==> config.mk <==
export PLATFORM = sky130hd
export DESIGN_NAME = matmul_sched
export DESIGN_NICKNAME = d
export VERILOG_FILES = /design/src/rtl/matmul_sched.sv
export SDC_FILE = /design/constraint.sdc
export NUM_CORES = 1
export LEC_CHECK = 0
export ABC_CLOCK_PERIOD_IN_PS = 2170
export BUFFER_PORTS_ARGS = -buffer_cell sky130_fd_sc_hd__buf_2
export CAP_MARGIN = 20
export CELL_PAD_IN_SITES_DETAIL_PLACEMENT = 0
export CELL_PAD_IN_SITES_GLOBAL_PLACEMENT = 1
export CORE_ASPECT_RATIO = 1.4
export CORE_UTILIZATION = 25
export DETAILED_ROUTE_END_ITERATION = 8
export GPL_TIMING_DRIVEN = 0
export HOLD_SLACK_MARGIN = 0.12
export PLACE_DENSITY_LB_ADDON = 0.1
export SYNTH_ARGS = -nofsm -noshare
export SYNTH_HDL_FRONTEND = slang
export SYNTH_SLANG_ARGS = --single-unit
==> constraint.sdc <==
create_clock -name clk -period 2.17 [get_ports clk]
set_input_delay 0.217 -clock clk [delete_from_list [all_inputs] [get_ports clk]]
set_output_delay 0.217 -clock clk [all_outputs]
set_load 0.1 [all_outputs]
==> src/rtl/matmul_sched.sv <==
// Round-robin job scheduler for an external matrix multiplier: arbitrates requesters,
// streams A then B operands to the multiplier, forwards results and reports completion/timeout.
module matmul_sched #(
    parameter int DATA_WIDTH = 16,
    parameter int M          = 4,
    parameter int N          = 2,
    parameter int K          = 3,
    parameter int NREQ       = 2,
    parameter int TIMEOUT    = 256
) (
    input  logic                                clk,
    input  logic                                rst,
    input  logic [NREQ-1:0]                     req,
    output logic [NREQ-1:0]                     gnt,
    output logic                                op_rd_en,
    output logic                                op_rd_is_b,
    output logic [$clog2((M > K) ? M : K)-1:0]  op_rd_row,
    output logic [$clog2((K > N) ? K : N)-1:0]  op_rd_col,
    output logic [$clog2(NREQ)-1:0]             op_rd_id,
    input  logic [DATA_WIDTH-1:0]               op_rd_data,
    output logic                                mm_start,
    output logic [DATA_WIDTH-1:0]               mm_a_data,
    output logic [$clog2(M)-1:0]                mm_a_row,
    output logic [$clog2(K)-1:0]                mm_a_col,
    output logic                                mm_a_valid,
    output logic [DATA_WIDTH-1:0]               mm_b_data,
    output logic [$clog2(K)-1:0]                mm_b_row,
    output logic [$clog2(N)-1:0]                mm_b_col,
    output logic                                mm_b_valid,
    input  logic [DATA_WIDTH-1:0]               mm_c_data,
    input  logic [$clog2(M)-1:0]                mm_c_row,
    input  logic [$clog2(N)-1:0]                mm_c_col,
    input  logic                                mm_c_valid,
    input  logic                                mm_done,
    output logic                                res_valid,
    output logic [$clog2(NREQ)-1:0]             res_id,
    output logic [$clog2(M)-1:0]                res_row,
    output logic [$clog2(N)-1:0]                res_col,
    output logic [DATA_WIDTH-1:0]               res_data,
    output logic                                job_done,
    output logic                                job_err,
    output logic [$clog2(NREQ)-1:0]             job_id
);
    localparam int RW = $clog2((M > K) ? M : K);
    localparam int CW = $clog2((K > N) ? K : N);
    localparam int IW = $clog2(NREQ);
    localparam int AR = $clog2(M);
    localparam int AC = $clog2(K);
    localparam int BR = $clog2(K);
    localparam int BC = $clog2(N);
    localparam int TW = $clog2(TIMEOUT);

    // state | meaning
    // IDLE  | arbitrate among pending requests
    // START | pulse mm_start, grant visible
    // LOAD_A| stream M*K A operands row-major
    // LOAD_B| stream K*N B operands row-major
    // WAIT  | wait for mm_done or timeout
    // FIN   | report job_done / job_err, release grant
    localparam logic [2:0] S_IDLE   = 3'd0;
    localparam logic [2:0] S_START  = 3'd1;
    localparam logic [2:0] S_LOAD_A = 3'd2;
    localparam logic [2:0] S_LOAD_B = 3'd3;
    localparam logic [2:0] S_WAIT   = 3'd4;
    localparam logic [2:0] S_FIN    = 3'd5;

    localparam logic [RW-1:0] A_LAST_ROW = RW'(M - 1);
    localparam logic [CW-1:0] A_LAST_COL = CW'(K - 1);
    localparam logic [RW-1:0] B_LAST_ROW = RW'(K - 1);
    localparam logic [CW-1:0] B_LAST_COL = CW'(N - 1);
    localparam logic [TW-1:0] TIMER_LAST = TW'(TIMEOUT - 1);
    localparam logic [NREQ-1:0] ONE_HOT0 = NREQ'(1);

    logic [2:0]    state;
    logic [IW-1:0] last;
    logic [IW-1:0] idx;
    logic [IW-1:0] pick;
    logic [IW-1:0] cand;
    logic          found;
    logic [RW-1:0] rd_row;
    logic [CW-1:0] rd_col;
    logic [TW-1:0] timer;
    logic          err;
    logic          fwd;

    // Search starts one past the last winner so every requester gets a turn.
    always_comb begin
        pick  = last;
        cand  = last;
        found = 1'b0;
        for (int i = 1; i <= NREQ; i++) begin
            cand = IW'((int'(last) + i) % NREQ);
            if (!found && req[cand]) begin
                found = 1'b1;
                pick  = cand;
            end
        end
    end

    assign fwd = (state == S_LOAD_A) || (state == S_LOAD_B) || (state == S_WAIT);

    always_ff @(posedge clk) begin
        if (rst) begin
            state      <= S_IDLE;
            last       <= IW'(NREQ - 1);
            idx        <= '0;
            gnt        <= '0;
            rd_row     <= '0;
            rd_col     <= '0;
            timer      <= '0;
            err        <= 1'b0;
            mm_a_valid <= 1'b0;
            mm_a_row   <= '0;
            mm_a_col   <= '0;
            mm_b_valid <= 1'b0;
            mm_b_row   <= '0;
            mm_b_col   <= '0;
            res_valid  <= 1'b0;
            res_id     <= '0;
            res_row    <= '0;
            res_col    <= '0;
            res_data   <= '0;
        end else begin
            mm_a_valid <= (state == S_LOAD_A);
            mm_b_valid <= (state == S_LOAD_B);
            if (state == S_LOAD_A) begin
                mm_a_row <= rd_row[AR-1:0];
                mm_a_col <= rd_col[AC-1:0];
            end
            if (state == S_LOAD_B) begin
                mm_b_row <= rd_row[BR-1:0];
                mm_b_col <= rd_col[BC-1:0];
            end
            res_valid <= mm_c_valid && fwd;
            if (mm_c_valid && fwd) begin
                res_id   <= idx;
                res_row  <= mm_c_row;
                res_col  <= mm_c_col;
                res_data <= mm_c_data;
            end
            case (state)
                S_IDLE: begin
                    if (found) begin
                        gnt   <= ONE_HOT0 << pick;
                        idx   <= pick;
                        last  <= pick;
                        state <= S_START;
                    end
                end
                S_START: begin
                    rd_row <= '0;
                    rd_col <= '0;
                    err    <= 1'b0;
                    state  <= S_LOAD_A;
                end
                S_LOAD_A: begin
                    if (rd_col == A_LAST_COL) begin
                        rd_col <= '0;
                        if (rd_row == A_LAST_ROW) begin
                            rd_row <= '0;
                            state  <= S_LOAD_B;
                        end else begin
                            rd_row <= rd_row + 1'b1;
                        end
                    end else begin
                        rd_col <= rd_col + 1'b1;
                    end
                end
                S_LOAD_B: begin
                    if (rd_col == B_LAST_COL) begin
                        rd_col <= '0;
                        if (rd_row == B_LAST_ROW) begin
                            rd_row <= '0;
                            timer  <= '0;
                            state  <= S_WAIT;
                        end else begin
                            rd_row <= rd_row + 1'b1;
                        end
                    end else begin
                        rd_col <= rd_col + 1'b1;
                    end
                end
                S_WAIT: begin
                    // mm_done wins over a timeout landing in the same cycle
                    if (mm_done) begin
                        state <= S_FIN;
                    end else if (timer == TIMER_LAST) begin
                        err   <= 1'b1;
                        state <= S_FIN;
                    end else begin
                        timer <= timer + 1'b1;
                    end
                end
                S_FIN: begin
                    gnt   <= '0;
                    state <= S_IDLE;
                end
                default: state <= S_IDLE;
            endcase
        end
    end

    assign op_rd_en   = (state == S_LOAD_A) || (state == S_LOAD_B);
    assign op_rd_is_b = (state == S_LOAD_B);
    assign op_rd_row  = rd_row;
    assign op_rd_col  = rd_col;
    assign op_rd_id   = op_rd_en ? idx : '0;
    assign mm_start   = (state == S_START);
    assign mm_a_data  = mm_a_valid ? op_rd_data : '0;
    assign mm_b_data  = mm_b_valid ? op_rd_data : '0;
    assign job_done   = (state == S_FIN) && !err;
    assign job_err    = (state == S_FIN) && err;
    assign job_id     = (state == S_FIN) ? idx : '0;
endmodule

==> run summary <==
Rows = 41
TritonCTS buffer count = 5
CP required = 1950 ps
Yosys top cell by area = dfxtp_1
EDFF count, synth = 0
HPWL after DPL = 5.31 mm
f_max = 509 MHz
violated checks = design-rule violations
Comb power frac = 52.4%
DRT Pass-1 Iters = 7
Core Util, Final = 36.1%
MaxCap Viol Count = 0
Clk Tree Root Cell = clkbuf_16
io pins = 116
Seq cells post-synth = 50
Final Skew = 4.89 ps
H-tree Lvls = 2
VDD IR-drop max = 0.000636 V
RSZ-0062 raised after global routing = false
Syn Area/Cell = 7.96 sq um
Psw = 2.27 mW
diode count = 0
Worst R2R Path Depth = 6
via-per-instance ratio = 4.69
Max FO, Critical Path = 9
Seq/Total Area, Yosys = 42.0%
Hold Crit Class = in -> reg
most common cell after layout, fill and taps aside = buf_2
pwr dens = 1290 mW/mm^2
synthesized instance count = 299
CTS Sinks = 50
Iteration-0 DRC Markers = 93
first-pass GRT wire length = 11.3 mm
vias in the first global route = 2261
Slew @ Worst Pin = 733 ps
Slew headroom = 51.0%
critical path class = reg -> out
Synth async-reset ratio = 0%
main area contributors after synthesis = dfxtp_1 42%, and2_1 9.2%, nand2_1 9.1%
GRT overflow = 0
Filler Cells Inserted = 978
core region area = 0.00913 sq mm
CTS-repair resized insts = 6
final cell count without fillers = 528
net count after synthesis = 345
final setup vio count = 0
WL per Instance = 13.3 um
worst-case clock buffer depth = 2
Port-buffer cells = 115
clock latency on the worst-skew pair = 290 ps
Die Span X = 84.5 um
antenna violations before repair = 0
Post-route DRC = 9
CP arrival = 1750 ps
Clk pwr share = 21.2%
share of cells above drive strength 1 = 35.2%
synthesized area = 0.00238 sq mm
clock slew at reported path FFs = 70 ps
ys flop type = dfxtp_1
hold buffers post-CTS = 0
Area Overhead vs Synth = 38.3%
Placer Congestion = 0.762
DIE HEIGHT = 117 um
post-detailed-routing wire length = 7.02 mm
internal power = 2.00 mW
Final Critical Period = 1970 ps
worst hold slack = 153 ps
pin count of the biggest net entering global routing = 18
Yosys Warn Count = 0
outcome = finished, violations left
Static Leak = 1.53 nW
Slew Limit Fails = 0
worst hold stages = 3
Switching Fraction = 53.2%
Hold Vio Cnt, Final = 0
Critical Path Source Type = register
initial core utilization = 26.1%
Placed Cells = 521
fin crit share = 90.6%
count of cell types in the netlist = 42
via count = 2474
Post-CTS Setup Inserts = 0
GRT Resource Usage Total = 14.3%
die area = 0.00992 sq mm
CTS tree = yes
post-route cell area = 0.00329 sq mm
sequential power share = 26.5%
Fin Setup TNS = 0 ps
Nets = 466
Synth top area share = 42.0%
dpl cell area = 0.00311 sq mm
most frequent cells in the layout = 114 x buf_2, 58 x nand2_1, 49 x dfxtp_1
Worst setup EP type = output pin
antenna-violating nets left = 0
==> critical path: stages, from the launching register on <==
cell and delay (ps):
dfxtp_1 370, nand2b_1 110, buf_2 210, clkinv_2 170
nand2_1 280, inv_1 70, buf_4 240
==> flip-flops by register name (all words and copies together), names as in the netlist <==
signal / flops
err: 1
last: 1
res_data: 16
idx: 1
mm_b_row: 2
mm_a_col: 2
gnt: 2
mm_a_row: 2
res_valid: 1
mm_a_valid: 1
res_id: 1
mm_b_col: 1
res_row: 2
op_rd_col: 2
mm_b_valid: 1
op_rd_row: 2
timer: 8
res_col: 1
state: 3
==> power groups by stage <==
stage / Clock (mW) / Combinational, mW / Sequential (mW)
after floorplan: 0 / 1.20 / 1.79
after global placement: 0 / 2.25 / 1.15
after detailed placement: 0 / 2.25 / 1.15
after CTS: 0.934 / 2.25 / 1.13
after global routing: 0.959 / 2.35 / 1.15
final: 0.902 / 2.23 / 1.13
==> layer usage <==
| layer | track usage [%] | part of all wire (%) | vias up |
|---|---|---|---|
| met1 | 15.6 | 42 | 1121 |
| met5 | 0 | 0 | - |
| met4 | 5.40 | 0.84 | 0 |
| li1 | - | - | 1269 |
| met3 | 2.95 | 5.3 | 4 |
| met2 | 26.6 | 52 | 80 |
==> synth_stat cells, drive strengths merged (5+ instances only) <==
library cell / instances
buf: 5
and2: 35
nor2: 13
clkbuf: 13
nor3: 7
dfxtp: 50
nand2: 58
inv: 5
a21oi: 38
ha: 5
nand2b: 6
o21ai: 9
nand3: 5
a31oi: 7
==> cells by family after synthesis <==
logic type                 after synthesis  synth area share (%)
and+or+nand+nor                        140                  29.5
AOI/OAI and AO/OA                       74                  19.0
DFF                                     50                  42.0
buffers and inverters                   24                  4.26
muxes                                    5                  2.21
adders and majority gates                5                  2.63
xor gates and xnor gates                 1                 0.368
==> final timing paths <==
| kind | startpoint | endpoint | slack, ps |
|---|---|---|---|
| hold reg to reg | res_data[3] | res_data[3] | 450 |
| setup reg to reg | state[0] | res_data[4] | 290 |
| setup / recovery | state[2] | op_rd_is_b | 200 |
| hold / removal | mm_c_row[1] | res_row[1] | 150 |
==> cell type report <==
type / instances / area, sq um / share of cell area (%)
clock inverter: 2 / 37.5 / 1.14
multi-input combinational: 225 / 1300 / 39.6
inverter: 6 / 23.8 / 0.722
timing repair buffer: 115 / 586 / 17.8
buffer: 17 / 77.6 / 2.36
sequential: 50 / 1000 / 30.4
clock buffer: 6 / 129 / 3.91
tap: 107 / 134 / 4.07
==> per-stage QoR <==
step	setup WS, ps	power, mW
2_1_floorplan	85.0	2.99
3_3_place_gp	-9.44	3.40
3_5_place_dp	3.76	3.40
4_1_cts	50.2	4.32
5_1_grt	68.7	4.45
6_report	204	4.26
Note: power is estimated with default switching activity, not from simulation.
